### src/rtl/tape_transport.sv
// Cassette transport model: play/stop/fast-forward/rewind FSM that produces the
// tape position/length pair and enable for the progress-bar overlay.
module tape_transport #(
   parameter int unsigned TICK_DIV = 6667,
   parameter int unsigned FF_MULT  = 8,
   parameter int unsigned POS_W    = 24
) (
   input  logic             clk_sys,
   input  logic             reset_n,
   input  logic             cmd_play,
   input  logic             cmd_stop,
   input  logic             cmd_ff,
   input  logic             cmd_rew,
   input  logic             loop_en,
   input  logic [POS_W-1:0] tape_len,
   output logic [POS_W-1:0] pos,
   output logic [POS_W-1:0] max,
   output logic [2:0]       state,
   output logic             motor,
   output logic             at_end,
   output logic             ena
);

   localparam int unsigned     PW        = $clog2(TICK_DIV);
   localparam logic [PW-1:0]   TICK_LAST = PW'(TICK_DIV - 1);
   localparam logic [POS_W:0]  STEP      = (POS_W + 1)'(FF_MULT);
   localparam logic [POS_W:0]  ONE       = (POS_W + 1)'(1);

   typedef enum logic [2:0] {
      ST_STOP = 3'd0,
      ST_PLAY = 3'd1,
      ST_FF   = 3'd2,
      ST_REW  = 3'd3,
      ST_END  = 3'd4
   } state_e;

   state_e            state_q, state_d, st_t;
   logic [POS_W-1:0]  pos_q, pos_d;
   logic [POS_W-1:0]  max_q, max_d;
   logic [PW-1:0]     presc_q, presc_d;
   logic              motor_q, at_end_q, ena_q;
   logic              moving, tick, tick_trans;
   logic [POS_W:0]    inc_w, add_w, sub_w;

   always_comb begin
      state_d    = state_q;
      st_t       = state_q;
      pos_d      = pos_q;
      max_d      = max_q;
      presc_d    = '0;
      tick       = 1'b0;
      tick_trans = 1'b0;
      inc_w      = {1'b0, pos_q} + ONE;
      add_w      = {1'b0, pos_q} + STEP;
      sub_w      = {1'b0, pos_q} - STEP;
      moving     = (state_q == ST_PLAY) || (state_q == ST_FF) || (state_q == ST_REW);

      if (moving) begin
         tick    = (presc_q == TICK_LAST);
         presc_d = tick ? '0 : presc_q + 1'b1;
      end

      // Tick-driven position update first; st_t is the state the tick leaves us in.
      case (state_q)
         ST_STOP: begin
            max_d = tape_len;
            if (tape_len < pos_q) pos_d = tape_len;
         end
         ST_PLAY: begin
            if (tick) begin
               if (inc_w >= {1'b0, max_q}) begin
                  if (loop_en) begin
                     pos_d = '0;
                  end else begin
                     pos_d      = max_q;
                     st_t       = ST_END;
                     tick_trans = 1'b1;
                  end
               end else begin
                  pos_d = inc_w[POS_W-1:0];
               end
            end
         end
         ST_FF: begin
            if (tick) begin
               if (add_w >= {1'b0, max_q}) begin
                  pos_d      = max_q;
                  st_t       = ST_END;
                  tick_trans = 1'b1;
               end else begin
                  pos_d = add_w[POS_W-1:0];
               end
            end
         end
         ST_REW: begin
            if (tick) begin
               if (sub_w[POS_W] || (sub_w == '0)) begin
                  pos_d      = '0;
                  st_t       = ST_STOP;
                  tick_trans = 1'b1;
               end else begin
                  pos_d = sub_w[POS_W-1:0];
               end
            end
         end
         default: ;
      endcase

      state_d = st_t;
      if (cmd_stop) begin
         state_d = ST_STOP;
      end else if (cmd_rew) begin
         case (st_t)
            ST_STOP:                   if (pos_d != '0) state_d = ST_REW;
            ST_PLAY, ST_FF, ST_END:    state_d = ST_REW;
            default: ;
         endcase
      end else if (cmd_ff && !tick_trans) begin
         case (st_t)
            ST_STOP:          if ((max_d != '0) && (pos_d != max_d)) state_d = ST_FF;
            ST_PLAY, ST_REW:  state_d = ST_FF;
            default: ;
         endcase
      end else if (cmd_play && !tick_trans) begin
         case (st_t)
            ST_STOP:          if ((max_d != '0) && (pos_d != max_d)) state_d = ST_PLAY;
            ST_FF, ST_REW:    state_d = ST_PLAY;
            default: ;
         endcase
      end

      if (state_d != state_q) presc_d = '0;
   end

   always_ff @(posedge clk_sys or negedge reset_n) begin
      if (!reset_n) begin
         state_q  <= ST_STOP;
         pos_q    <= '0;
         max_q    <= '0;
         presc_q  <= '0;
         motor_q  <= 1'b0;
         at_end_q <= 1'b0;
         ena_q    <= 1'b0;
      end else begin
         state_q  <= state_d;
         pos_q    <= pos_d;
         max_q    <= max_d;
         presc_q  <= presc_d;
         motor_q  <= (state_d == ST_PLAY) || (state_d == ST_FF) || (state_d == ST_REW);
         at_end_q <= (state_d == ST_END);
         ena_q    <= (max_d != '0);
      end
   end

   assign pos    = pos_q;
   assign max    = max_q;
   assign state  = state_q;
   assign motor  = motor_q;
   assign at_end = at_end_q;
   assign ena    = ena_q;

endmodule

### config.mk
export PLATFORM = sky130hd
export DESIGN_NAME = tape_transport
export DESIGN_NICKNAME = d
export VERILOG_FILES = /design/src/rtl/tape_transport.sv
export SDC_FILE = /design/constraint.sdc
export NUM_CORES = 1
export LEC_CHECK = 0
export CORE_MARGIN = 3
export CORE_UTILIZATION = 55
export DETAILED_ROUTE_END_ITERATION = 16
export DONT_BUFFER_PORTS = 1
export GPL_TIMING_DRIVEN = 1
export PLACE_DENSITY_LB_ADDON = 0.12
export SYNTH_ARGS = -nofsm -noshare
export SYNTH_HDL_FRONTEND = slang
export SYNTH_SLANG_ARGS = --single-unit
### constraint.sdc
create_clock -name clk_sys -period 10.8 [get_ports clk_sys]
set_input_delay 1.08 -clock clk_sys [delete_from_list [all_inputs] [get_ports clk_sys]]
set_output_delay 1.08 -clock clk_sys [all_outputs]
set_load 0.05 [all_outputs]
* After elaboration in Yosys (flattened, before gate mapping)
Index checks and enable logic that the tools add are counted.
** Word-level totals
- Bits of input ports :: 31
- Output and inout port bits :: 54
- Flip-flop bits (word level) :: 67
- Word-level logic and storage cells :: 85
** Operators by class
- Multiplexer cells :: 40
- $add $sub $neg :: 4
- Reduce and logical (&&, ||, !) cells :: 17
- Eq/ne operators :: 14
- Order comparisons :: 3
** Operator list (number)
- $mux W24 :: 9
- $pmux W24 S4 :: 1
- $ge A25 B24 Y1 :: 2
- $reduce_bool A24 Y1 :: 2
- $mux W3 :: 14
- $mux W13 :: 3
- $add A24 B1 Y25 const B :: 1
- $add A24 B4 Y25 const B :: 1
- $logic_not A25 Y1 :: 1
- $sub A24 B4 Y25 const B :: 1
- $lt A24 B24 Y1 :: 1
- $ne A24 B24 Y1 :: 1
- $eq A3 B2 Y1 const B :: 6
- $pmux W3 S2 :: 3
- $add A13 B1 Y13 const B :: 1
- $eq A13 B13 Y1 const B :: 1
- $eq A3 B1 Y1 const B :: 3
- $pmux W3 S3 :: 1
- $mux W1 :: 8
- $eq A3 B3 Y1 const B :: 2
- $logic_not A3 Y1 :: 2
- $logic_or A1 B1 Y1 :: 5
- $reduce_or A2 Y1 :: 2
- $logic_and A1 B1 Y1 :: 3
- other kinds (4) :: 4

* Logic depth before layout (Yosys ltp)
Gate-level depths: netlist (run 1).
- Word-level depth :: 17
- Mapped depth :: 26
- Depth with buffers taken out :: 23

* Worst setup path after synthesis (run 1)
Ideal clock, no wire load.
- Path kind :: reg2reg
- Start point :: register pos_q[7], in the netlist pos[7]
- End point :: register presc_q[9]
- Setup slack :: 4.409 ns
- Clock period less this slack :: 6.391 ns
- Data arrival time :: 6.290 ns
- Path buffers :: 3
- Setup time :: 0.101 ns
- Required time :: 10.699 ns
- Stages on the path, launching flop included :: 26
- Path through :: dfrtp_1 > buf_1 > nand2_1 > nor3_1 > nand4_1 > xnor2_1 > inv_1 > ha_1 > nand3_1 > nor4_1 > o2bb2ai_1 > and3b_1 > clkbuf_1 > a211o_1 > a211o_1 > nand4_2 > xnor2_1 > o21ai_0 > or3_2 > or4_1 > or2_1 > a21oi_2 > nor4_2 > mux2i_2 > buf_6 > nor4_1
** On the way
- Word-level cells in the longest chain between the ends :: 16
- Elaborated cells on any way between the ends :: 56
- Classes of those cells :: add/sub: 3; order compare: 3; eq/ne: 6; mux: 33; reduce/logical: 11
** RTL lines
- start, declared :: line 38 : logic [POS_W-1:0] pos_q, pos_d;
- start signal, assigned :: line 146 : pos_q <= pos_d;
- parallel branches: the longest is 5 deep, another holds $add A24 B4 Y25
- $pmux W24 S4 (*) :: line 64 : case (state_q)
- net pos_d[4] :: line 38
- $ne A24 B24 Y1 :: line 120, 126
- $logic_and A1 B1 Y1 :: line 120, 126
- $mux W3 :: line 126 : ST_STOP: if ((max_d != '0) && (pos_d != max_d)) state_d = ST_PLAY;
- $pmux W3 S2 :: line 125 : case (st_t)
- $mux W3 :: line 124 : end else if (cmd_play && !tick_trans) begin
- $mux W3 :: line 118 : end else if (cmd_ff && !tick_trans) begin
- $mux W3 (*) :: line 112 : end else if (cmd_rew) begin
- $mux W3 (*) :: line 110 : if (cmd_stop) begin
- net state_d[0] :: line 37 : state_e state_q, state_d, st_t;
- $ne A3 B3 Y1 (*) :: line 132 : if (state_d != state_q) presc_d = '0;
- $mux W13 (*) :: line 132
- net presc_d[9] :: line 40 : logic [PW-1:0] presc_q, presc_d;
- end signal, assigned :: line 148 : presc_q <= presc_d;
- end, declared :: line 40
Mark *: on every way through the listed nets, which the timed path passes.

* Worst setup path in the final report (run 1)
- Start point :: register pos_q[4], in the netlist pos[4]
- End point :: register presc_q[3]
** On the way
- Word-level cells in the longest chain between the ends :: 16
- Elaborated cells on any way between the ends :: 56
- Classes of those cells :: add/sub: 3; order compare: 3; eq/ne: 6; mux: 33; reduce/logical: 11
** RTL lines (line)
- parallel branches: the longest is 12 deep, another holds $add A24 B4 Y25
- $mux W3 (*) :: 112
- $mux W3 (*) :: 110
- net state_d[1] :: 37
- $ne A3 B3 Y1 (*) :: 132
- $mux W13 (*) :: 132
- net presc_d[3] :: 40
Marked as above.

==> results of run 1 <==
## worst reg2reg max path, cell delays in order, from the launching register on
cell and delay [ns]:
sky130_fd_sc_hd__dfrtp_1 0.90, sky130_fd_sc_hd__ha_1 0.36, sky130_fd_sc_hd__nand3_1 0.27, sky130_fd_sc_hd__nor4_1 1.11
sky130_fd_sc_hd__nand3_1 0.23, sky130_fd_sc_hd__xnor2_1 0.30, sky130_fd_sc_hd__ha_1 0.32, sky130_fd_sc_hd__a221oi_2 0.72
sky130_fd_sc_hd__nand3_1 0.66, sky130_fd_sc_hd__o21ai_0 0.78, sky130_fd_sc_hd__o22ai_1 0.21, sky130_fd_sc_hd__a2111oi_2 0.72
sky130_fd_sc_hd__nand3_1 0.20, sky130_fd_sc_hd__nor4_1 0.56, sky130_fd_sc_hd__nand3_1 0.25, sky130_fd_sc_hd__o31ai_2 0.32
sky130_fd_sc_hd__a21oi_1 0.17, sky130_fd_sc_hd__and3_4 0.21, sky130_fd_sc_hd__mux2i_2 0.72, sky130_fd_sc_hd__nor4_1 0.14
## final cells by class
type                       instances  share of cell area, %
multi-input combinational        895                   69.6
sequential                        67                   18.8
inverter                          82                   3.46
tap                              184                   2.59
clock buffer                      10                   2.57
timing repair buffer              25                   2.11
clock inverter                     6                  0.816
## final timing paths
kind	endpoint	slack, ns	from
max	presc_q[3]$_DFF_PN0_	1.49	pos[4]$_DFF_PN0_
min	presc_q[12]$_DFF_PN0_	0.41	reset_n
max reg2reg	presc_q[3]$_DFF_PN0_	1.49	pos[4]$_DFF_PN0_
min reg2reg	presc_q[0]$_DFF_PN0_	0.56	presc_q[0]$_DFF_PN0_
max in group asynchronous	pos[11]$_DFF_PN0_	10.26	reset_n
min in group clk_sys	presc_q[0]$_DFF_PN0_	0.56	presc_q[0]$_DFF_PN0_
## logic make-up (layout without fill, tap and decap cells)
family                   count (synthesis)  count (layout)
AO/OA/AOI/OAI                          285             285
XOR/XNOR                                73              73
adder cells (fa/ha/maj)                 77              77
buffers and inverters                  143             123
flip-flops                              67              67
multiplexers                            11              11
AND/OR/NAND/NOR                        449             449
## metrics by stage
stage                     power [W]  instance area (um2)
after global routing        0.00279                 8900
after CTS                   0.00260                 8900
after global placement      0.00227                 8600
final                       0.00270                 8900
after detailed placement    0.00228                 8600
after floorplan             0.00176                 8570
## registers in the layout, summed over array words and instances (netlist names)
| name | count |
|---|---|
| at_end | 1 |
| state | 3 |
| motor | 1 |
| ena | 1 |
| max | 24 |
| pos | 24 |
| presc_q | 13 |
## synthesized netlist by cell type, types with 12 or more instances
cell type	n	area share [%]
sky130_fd_sc_hd__nand2_1	96	4.2
sky130_fd_sc_hd__nor2_1	78	3.4
sky130_fd_sc_hd__ha_1	77	11
sky130_fd_sc_hd__a21oi_1	76	4.4
sky130_fd_sc_hd__inv_1	76	3.3
sky130_fd_sc_hd__dfrtp_1	67	20
sky130_fd_sc_hd__xnor2_1	63	6.4
sky130_fd_sc_hd__nand3_1	56	3.3
sky130_fd_sc_hd__nor3_1	44	2.6
sky130_fd_sc_hd__o21ai_0	36	2.1
sky130_fd_sc_hd__clkbuf_1	34	1.5
sky130_fd_sc_hd__nand4_1	32	2.3
sky130_fd_sc_hd__nor4_1	28	2.0
sky130_fd_sc_hd__o211ai_1	19	1.7
sky130_fd_sc_hd__or4_1	18	1.6
sky130_fd_sc_hd__and2_1	13	0.95
sky130_fd_sc_hd__o22ai_1	12	0.88
sky130_fd_sc_hd__or3_1	12	0.88
## per-layer routing
layer | GRT usage, % | up-vias | wire (um)
met4 | 25.7 | 0 | 2770
met1 | 62.6 | 4486 | 15400
met3 | 16.0 | 203 | 5740
met2 | 64.2 | 842 | 15700
met5 | 0 | - | 0
li1 | - | 4127 | -
## power groups by stage
| stage | clock (W) | sequential [W] | combinational, W |
|---|---|---|---|
| 2_1_floorplan | 0 | 0.000575 | 0.00118 |
| 3_3_place_gp | 0 | 0.000627 | 0.00164 |
| 3_5_place_dp | 0 | 0.000630 | 0.00165 |
| 4_1_cts | 0.000318 | 0.000624 | 0.00166 |
| 5_1_grt | 0.000326 | 0.000639 | 0.00183 |
| 6_report | 0.000316 | 0.000635 | 0.00175 |
==> results by group, run 1 <==
Logic synthesis
  – Fraction of the mapped netlist area in simple logic gates: approximately 29%
  – Post-Syn Instances: approximately 1.1k
  – Syn Std Cell Area: roughly 8600 um2
  – Count of yosys warnings during synthesis: 0
  – Parity-gate share of the synthesized area counting xor and xnor cells: between 7 and 8%
  – Number of nets produced by synthesis: ~1.2k
  – Number of flops mapped to enable cells by yosys: 0
  – Adder-cell share of the synthesized area: 11.2%
  – Post-synth cell types: 100
  – Top FF cell, synth: sky130_fd_sc_hd__dfrtp_1
  – Largest family of logic cells by synthesized area: simple AND/OR/NAND/NOR gates
  – Post-Syn Area per Cell: just under 8 um2
  – Share of synthesized registers carrying an async set or reset: 100%
  – Synthesized flop and latch total: 67
  – Sequential element share of the synthesized area: just under 20%
  – Multiplexer share of the synthesized area: under 10%
  – Synthesized-area fraction occupied by ao, oa, aoi and oai cells: approximately a quarter

Critical path
  – Critical path data arrival time: ~9.5 ns
  – Crit path capture type: flip-flop
  – Kind of start point of the critical path: flip-flop
  – Crit Path Class: reg -> reg
  – Crit-path slowest cell: sky130_fd_sc_hd__nor4_1
  – Required @ worst endpoint: around 11 ns
  – Library cell appearing most often on the critical path: sky130_fd_sc_hd__nand3_1
  – Worst-case reg-to-reg path depth: 19
  – CP Max Fanout: 14
  – List of cells traversed by the critical path: ha_1, nand3_1, nor4_1, nand3_1, xnor2_1, ha_1, a221oi_2, nand3_1, o21ai_0, o22ai_1, a2111oi_2, nand3_1, nor4_1, nand3_1, o31ai_2, a21oi_1, and3_4, mux2i_2, nor4_1
  – Stages on worst setup path: 19
  – Delay of the slowest cell on the worst path: 1.10 ns
  – Dominant delay contributor by cell family on the critical path: simple AND/OR/NAND/NOR gates
  – Critical path buffer and inverter count: 0

Clock tree
  – Clock buffer depth: 2
  – Clock sink count: 67
  – Number of resized instances in the post-cts repair step: 0
  – Clock tree from TritonCTS: done
  – Number of buffers inserted for hold repair after clock tree synthesis: 0
  – H-tree depth reported by CTS: 3
  – Total clock buffers created by CTS: 9
  – Insertion delay to the later sink of the worst-skew pair: about 0.36 ns
  – Post-CTS setup buffer count: 0
  – Root buffer cell: sky130_fd_sc_hd__clkbuf_16
  – Clock input transition at the sequential cells of the worst setup and hold paths: 0.07 ns

STA
  – Unrepaired setup endpoints after global routing: false
  – Setup Viol. Count Final: 0
  – Worst slew margin: roughly an eighth
  – Total count of max-transition violations in the final report: 0
  – Final cycle utilization of the critical path: 86.2%
  – Number of hold violations in the final report: 0
  – Shortest period the worst path allows: 9.31 ns
  – Final Worst Setup Slack: 1.49 ns
  – Accumulated negative setup slack: 0 ns
  – Transition time of the tightest slew-check pin: 1.29 ns
  – Hold_ws: 0.410 ns
  – Setup skew after layout: 0.0158 ns
  – Fmax: 0.107 GHz

Global routing
  – Antenna violations before repair: 0
  – Largest net degree at the start of global routing: between 60 and 70
  – GRT overflow: 0
  – Vias in the first global route: 8,918
  – GR Util All Layers: a little under half
  – First-pass GRT wire length: 57.9 mm

Pwr
  – Int Pwr: around 0.0011 W
  – Share of power burned in registers: around a quarter
  – Combinational share of power: around two thirds
  – Switch Pwr: approximately 0.0016 W
  – Fraction of power consumed by the clock network: 11.7%
  – Static leakage power: around 3.5 nW
  – Power density over cell area: between 300 and 400 nW/um2
  – Fraction of power spent switching nets: between 60% and 70%
  – Peak supply drop: between 0.15 and 0.2 mV

Cells and area
  – Non-filler cells in the finished layout: 1,269
  – Utilization of the core after routing: 59.9%
  – Layout-stage area growth over the synthesis result: 3.87%
  – Antenna fix cells: 0
  – Register area: 1680 um2
  – Fill count: around 1.4k
  – Layout cells sized above 1: under 10%
  – Area of the multi-input gates: approximately 6200 um2
  – Commonest non-fill, non-tap cells in the layout: 96 x sky130_fd_sc_hd__nand2_1, 78 x sky130_fd_sc_hd__nor2_1, 77 x sky130_fd_sc_hd__ha_1
  – Number of nets in the layout: 1,188
  – Most frequent standard cell in the layout excluding fill and tap cells: sky130_fd_sc_hd__nand2_1

Die
  – Rows: 44
  – Num ports: 85
  – Die width: 131 um
  – Floorplan core area: ~15,000 um2
  – Area of the die: 17,100 um2
  – Starting density of the core: 57.6%
  – Height of the chip: between 100 and 150 um

Drt
  – DR vias: 9,658
  – Initial DRC Count: 1,598
  – Detailed-routing iteration count for the pre-antenna-repair pass: 8
  – Per-cell routed wire length: between 30 and 40 um
  – Post-route DRC violation count: 0
  – DRT Wirelength: roughly 40 mm
  – Average vias per placed instance: between 7 and 8
  – Post-DRT Antenna Nets: 0

Placement
  – Final weighted congestion in routability-driven placement: roughly 1.1
  – Number of input and output port buffers inserted: 0
  – Total half-perimeter wirelength after legalization and detailed placement: between 30 and 40 mm
  – Number of placed instances with taps included: roughly 1.3k
  – Worst slack after detailed placement: around 1.9 ns

Worst hold path
  – Hold crit path type: in -> async

Outcome
  – Run status: finished clean

Flow run
  – Reported max-cap violation count: 0
(Power assumes the default switching activity.)
==> run 2, diff against run 1 <==
Settings changed: PLACE_DENSITY set to 0.7, PLACE_DENSITY_LB_ADDON 0.12 to unset.
Clock period 10.8 ns to 9.17 ns, I/O delays scaled along.
==> results by group, run 2 (same netlist as run 1, synthesis figures left out) <==
Outcome
  – Run status: finished clean

Placement
  – Worst slack after detailed placement: ~1.2 ns
  – Final weighted congestion in routability-driven placement: 1.12
  – Number of input and output port buffers inserted: 0
  – Total half-perimeter wirelength after legalization and detailed placement: just over 30 mm

Pwr
  – Fraction of power consumed by the clock network: approximately 11%
  – Int Pwr: 0.00125 W
  – Peak supply drop: between 0.2 and 0.25 mV
  – Fraction of power spent switching nets: 61.3%
  – Static leakage power: 3.55 nW
  – Share of power burned in registers: a little over a fifth
  – Switch Pwr: 0.00198 W
  – Combinational share of power: 67.1%
  – Power density over cell area: roughly 360 nW/um2

STA
  – Fmax: around 0.12 GHz
  – Final cycle utilization of the critical path: around nine tenths
  – Worst slew margin: roughly 7.6%
  – Final Worst Setup Slack: between 0.8 and 0.9 ns
  – Transition time of the tightest slew-check pin: 1.37 ns
  – Number of hold violations in the final report: 0
  – Accumulated negative setup slack: 0 ns
  – Shortest period the worst path allows: roughly 8.3 ns
  – Total count of max-transition violations in the final report: 0
  – Hold_ws: ~0.24 ns
  – Setup Viol. Count Final: 0
  – Setup skew after layout: 0.0111 ns
  – Unrepaired setup endpoints after global routing: false

Clock tree
  – Clock buffer depth: 2
  – Number of buffers inserted for hold repair after clock tree synthesis: 0
  – Total clock buffers created by CTS: 9
  – Post-CTS setup buffer count: 0
  – H-tree depth reported by CTS: 3
  – Clock sink count: between 60 and 70
  – Root buffer cell: sky130_fd_sc_hd__clkbuf_16
  – Number of resized instances in the post-cts repair step: 0
  – Clock input transition at the sequential cells of the worst setup and hold paths: 0.08 ns
  – Insertion delay to the later sink of the worst-skew pair: between 0.3 and 0.4 ns
  – Clock tree from TritonCTS: done

Critical path
  – Crit path from: pos[5]$_DFF_PN0_
  – CP Max Fanout: 15
  – Register-to-register setup slack: approximately 0.86 ns
  – Crit path capture type: flip-flop
  – Required @ worst endpoint: 9.43 ns
  – RR Endpoint: presc_q[9]$_DFF_PN0_
  – Kind of start point of the critical path: flip-flop
  – Critical path data arrival time: 8.56 ns
  – Worst-case reg-to-reg path depth: 25
  – Crit Path Class: reg -> reg
  – Startpoint of the lowest-slack register-to-register path: pos[5]$_DFF_PN0_

Drt
  – Post-route DRC violation count: 0
  – Detailed-routing iteration count for the pre-antenna-repair pass: 7
  – Initial DRC Count: 1,733
  – DRT Wirelength: 40.3 mm
  – Average vias per placed instance: just under 8
  – DR vias: approximately 10k
  – Post-DRT Antenna Nets: 0
  – Per-cell routed wire length: about 31 um

Die
  – Floorplan core area: roughly 15,000 um2
  – Area of the die: 17,100 um2
  – Die width: between 100 and 150 um
  – Height of the chip: ~130 um
  – Rows: 44
  – Num ports: 85
  – Starting density of the core: 57.6%

Cells and area
  – Commonest non-fill, non-tap cells in the layout: 96 x sky130_fd_sc_hd__nand2_1, 78 x sky130_fd_sc_hd__nor2_1, 77 x sky130_fd_sc_hd__ha_1
  – Layout cells sized above 1: 9.68%
  – Fill count: roughly 1.4k
  – Register area: between 1500 and 2000 um2
  – Number of nets in the layout: between 1k and 1.5k
  – Antenna fix cells: 0
  – Most frequent standard cell in the layout excluding fill and tap cells: sky130_fd_sc_hd__nand2_1
  – Layout-stage area growth over the synthesis result: 4.70%
  – Utilization of the core after routing: 60.3%
  – Area of the multi-input gates: 6190 um2

Global routing
  – Largest net degree at the start of global routing: 68
  – First-pass GRT wire length: just under 60 mm
  – Vias in the first global route: around 9.3k
  – GRT overflow: 0
  – Antenna violations before repair: 0
  – GR Util All Layers: 47.1%

Worst hold path
  – Hold crit path type: in -> async

Flow run
  – Reported max-cap violation count: 0
## run 2: worst max-delay path, cell delays in order (launching register included)
cell and delay (ns):
sky130_fd_sc_hd__dfrtp_1 0.96, sky130_fd_sc_hd__nand3_1 0.48, sky130_fd_sc_hd__nor4_1 1.08, sky130_fd_sc_hd__nand2_1 0.21, sky130_fd_sc_hd__xnor2_1 0.23, sky130_fd_sc_hd__ha_1 0.33
sky130_fd_sc_hd__nand4_1 0.21, sky130_fd_sc_hd__nor2_1 0.15, sky130_fd_sc_hd__nand2_1 0.08, sky130_fd_sc_hd__nor3_1 0.60, sky130_fd_sc_hd__buf_4 0.33, sky130_fd_sc_hd__nor2_1 0.22
sky130_fd_sc_hd__buf_4 0.22, sky130_fd_sc_hd__mux2i_1 0.12, sky130_fd_sc_hd__nor3_2 0.24, sky130_fd_sc_hd__a21oi_1 0.11, sky130_fd_sc_hd__a2111oi_0 0.71, sky130_fd_sc_hd__buf_4 0.24
sky130_fd_sc_hd__nand4_1 0.09, sky130_fd_sc_hd__or4_1 0.48, sky130_fd_sc_hd__or2_1 0.27, sky130_fd_sc_hd__a21oi_2 0.13, sky130_fd_sc_hd__nor4_2 0.08, sky130_fd_sc_hd__mux2i_2 0.18
sky130_fd_sc_hd__buf_12 0.17, sky130_fd_sc_hd__nor4_1 0.25
## run 2: worst max path at each step
| stage | endpoint |
|---|---|
| after floorplan | presc_q[9]$_DFF_PN0_ |
| after global placement | presc_q[12]$_DFF_PN0_ |
| after detailed placement | presc_q[9]$_DFF_PN0_ |
| after CTS | presc_q[9]$_DFF_PN0_ |
| after global routing | presc_q[3]$_DFF_PN0_ |
| final | presc_q[9]$_DFF_PN0_ |
## run 2: routing by layer
layer  GRT usage, %  vias up  share of wire, %
met5              0        -                 0
met1           61.0     4577                37
met2           66.9      941                40
met4           27.2        0               7.2
met3           17.8      212                16
li1               -     4133                 -
## run 2: cell type report
type / count / share of cell area, %
inverters: 82 / 3.43
multi-input cells: 895 / 69.0
repair buffers: 35 / 3.07
flip-flops and latches: 67 / 18.7
well taps: 184 / 2.57
clock buffers: 9 / 2.51
clock inverters: 7 / 0.725
## run 2: power groups by stage
stage | Clock [W] | Sequential [W] | Combinational [W]
after floorplan | 0 | 0.000677 | 0.00139
after global routing | 0.000375 | 0.000700 | 0.00226
after detailed placement | 0 | 0.000690 | 0.00204
final | 0.000367 | 0.000695 | 0.00217
after CTS | 0.000364 | 0.000683 | 0.00205
after global placement | 0 | 0.000690 | 0.00204
## run 2: per-stage QoR
step           instances  cell area (um2)  power, W
6_report            1279             8970   0.00323
5_1_grt             1279             8970   0.00334
4_1_cts             1279             8970   0.00310
3_5_place_dp        1263             8680   0.00273
3_3_place_gp        1263             8680   0.00273
2_1_floorplan       1105             8570   0.00207
==> run 3, diff against run 2 <==
Settings changed: CORE_MARGIN 3 to unset, PLACE_DENSITY 0.7 to 0.78.
==> results by group, run 3 (same netlist as run 1, synthesis figures left out) <==
Clock tree
  – Clock buffer depth: 2
  – Clock tree from TritonCTS: done
  – Number of buffers inserted for hold repair after clock tree synthesis: 0
  – H-tree depth reported by CTS: 3
  – Root buffer cell: sky130_fd_sc_hd__clkbuf_16
  – Clock input transition at the sequential cells of the worst setup and hold paths: roughly 0.080 ns
  – Post-CTS setup buffer count: 0
  – Number of resized instances in the post-cts repair step: 0
  – Insertion delay to the later sink of the worst-skew pair: between 0.3 and 0.4 ns
  – Clock sink count: 67
  – Total clock buffers created by CTS: 9

STA
  – Total count of max-transition violations in the final report: 0
  – Final Worst Setup Slack: 1.40 ns
  – Accumulated negative setup slack: 0 ns
  – Fmax: 0.129 GHz
  – Transition time of the tightest slew-check pin: about 1.2 ns
  – Number of hold violations in the final report: 0
  – Setup skew after layout: approximately 0.020 ns
  – Shortest period the worst path allows: a little under 8 ns
  – Final cycle utilization of the critical path: between 80% and 90%
  – Unrepaired setup endpoints after global routing: false
  – Setup Viol. Count Final: 0
  – Worst slew margin: between 15 and 20%

Global routing
  – Largest net degree at the start of global routing: 68
  – Vias in the first global route: approximately 9k
  – GR Util All Layers: 49.5%
  – GRT overflow: 0
  – Antenna violations before repair: 3
  – First-pass GRT wire length: 58.4 mm

Drt
  – Average vias per placed instance: around 7.6
  – Per-cell routed wire length: about 30 um
  – Post-route DRC violation count: 0
  – Post-DRT Antenna Nets: 0
  – Initial DRC Count: 1,572
  – DR vias: roughly 10k
  – Detailed-routing iteration count for the pre-antenna-repair pass: 7
  – DRT Wirelength: roughly 40 mm

Critical path
  – Crit path from: pos[5]$_DFF_PN0_
  – CP Max Fanout: 15
  – Crit Path Class: reg -> reg
  – Crit path capture type: flip-flop
  – Delay of the slowest cell on the worst path: ~1 ns
  – Kind of start point of the critical path: flip-flop
  – Required @ worst endpoint: 9.43 ns
  – List of cells traversed by the critical path: nand3_1, nor4_1, buf_4, nand3_1, xnor2_1, ha_1, nand3_1, nor4_1, a32oi_1, nand3_1, o21ai_0, o22ai_1, a2111oi_2, xnor2_1, nor4_1, nand4_1, or4_1, or2_1, a21oi_2, nor4_2, mux2i_2, buf_4, nor4_1
  – Crit-path slowest cell: sky130_fd_sc_hd__dfrtp_1
  – Startpoint of the lowest-slack register-to-register path: pos[5]$_DFF_PN0_
  – Critical path data arrival time: roughly 8 ns

Cells and area
  – Final design instance area without fill: 9010 um2
  – Fill count: approximately 1.4k
  – Most frequent standard cell in the layout excluding fill and tap cells: sky130_fd_sc_hd__nand2_1
  – Number of nets in the layout: around 1.2k
  – Layout-stage area growth over the synthesis result: 5.21%
  – Commonest non-fill, non-tap cells in the layout: 96 x sky130_fd_sc_hd__nand2_1, 78 x sky130_fd_sc_hd__nor2_1, 77 x sky130_fd_sc_hd__ha_1
  – Utilization of the core after routing: between 50% and 60%
  – Layout cells sized above 1: roughly a tenth

Placement
  – Cell area after placement: just under 9000 um2
  – Number of input and output port buffers inserted: 0
  – Worst slack after detailed placement: 1.69 ns
  – Final weighted congestion in routability-driven placement: ~1.1
  – Total half-perimeter wirelength after legalization and detailed placement: about 30 mm

Flow run
  – Reported max-cap violation count: 0

Pwr
  – Power density over cell area: 361 nW/um2
  – Static leakage power: approximately 3.6 nW
  – Overall power of the completed layout: between 0.003 and 0.004 W
  – Peak supply drop: 0.228 mV

Outcome
  – Run status: finished clean

Die
  – Die width: about 130 um
  – Floorplan core area: 15,200 um2
  – Num ports: 85
  – Height of the chip: 127 um
  – Area of the die: between 15,000 and 20,000 um2
  – Rows: 45
  – Starting density of the core: approximately 56%

Worst hold path
  – Hold crit path type: in -> async
[run 3: cell count changes in the layout (fill, tap and decap cells not counted), sizes merged]
cell / change
inv: +1
diode: +1
clkinvlp: -1
buf: +5
[run 3: worst max-delay path, delay by kind of cell (launching register included)]
kind | cells | cell delay (ns)
simple gates | 12 | 3.06
compound gates | 5 | 2.23
flops | 1 | 0.98
xor+xnor | 2 | 0.49
buf+inv | 2 | 0.43
fa+ha+maj | 1 | 0.32
mux | 1 | 0.16
[run 3: final timing paths]
kind | slack [ns] | end | cells after the start
max in group asynchronous | 8.77 | max[6]$_DFF_PN0_ | 0
worst max-delay path | 1.40 | presc_q[12]$_DFF_PN0_ | 23
worst min register to register | 0.55 | presc_q[0]$_DFF_PN0_ | 1
worst min-delay path | 0.25 | pos[10]$_DFF_PN0_ | 0
worst max register to register | 1.40 | presc_q[12]$_DFF_PN0_ | 23
min in group clk_sys | 0.55 | presc_q[0]$_DFF_PN0_ | 1
[run 3: through the flow]
step	std cells	hold slack [ns]
after floorplan	1105	0.488
after global placement	1272	0.533
after detailed placement	1272	0.540
after CTS	1288	0.241
after global routing	1289	0.247
final	1289	0.246
[run 3: layout make-up]
cell class | count | area (um2) | share of cell area [%]
multi-input cells | 895 | 6190 | 68.7
flip-flops and latches | 67 | 1680 | 18.6
inverters | 82 | 308 | 3.42
repair buffers | 40 | 300 | 3.33
well taps | 188 | 235 | 2.61
clock buffers | 9 | 225 | 2.50
clock inverters | 7 | 76.3 | 0.847
diodes | 1 | 2.50 | 0.0278
[run 3: where the power goes]
group / total, W / internal (W) / switching [W]
logic: 0.00222 / 0.000709 / 0.00151
clock network: 0.000372 / 0.000195 / 0.000177
registers: 0.000665 / 0.000360 / 0.000305
total: 0.00326 / 0.00126 / 0.00199
[run 3: metal layers]
layer | up-vias | share of wire (%) | GRT usage (%)
li1 | 4147 | - | -
met1 | 4526 | 39 | 65.0
met5 | - | 0.066 | 0
met3 | 200 | 14 | 16.5
met2 | 875 | 40 | 69.9
met4 | 4 | 7.2 | 30.5
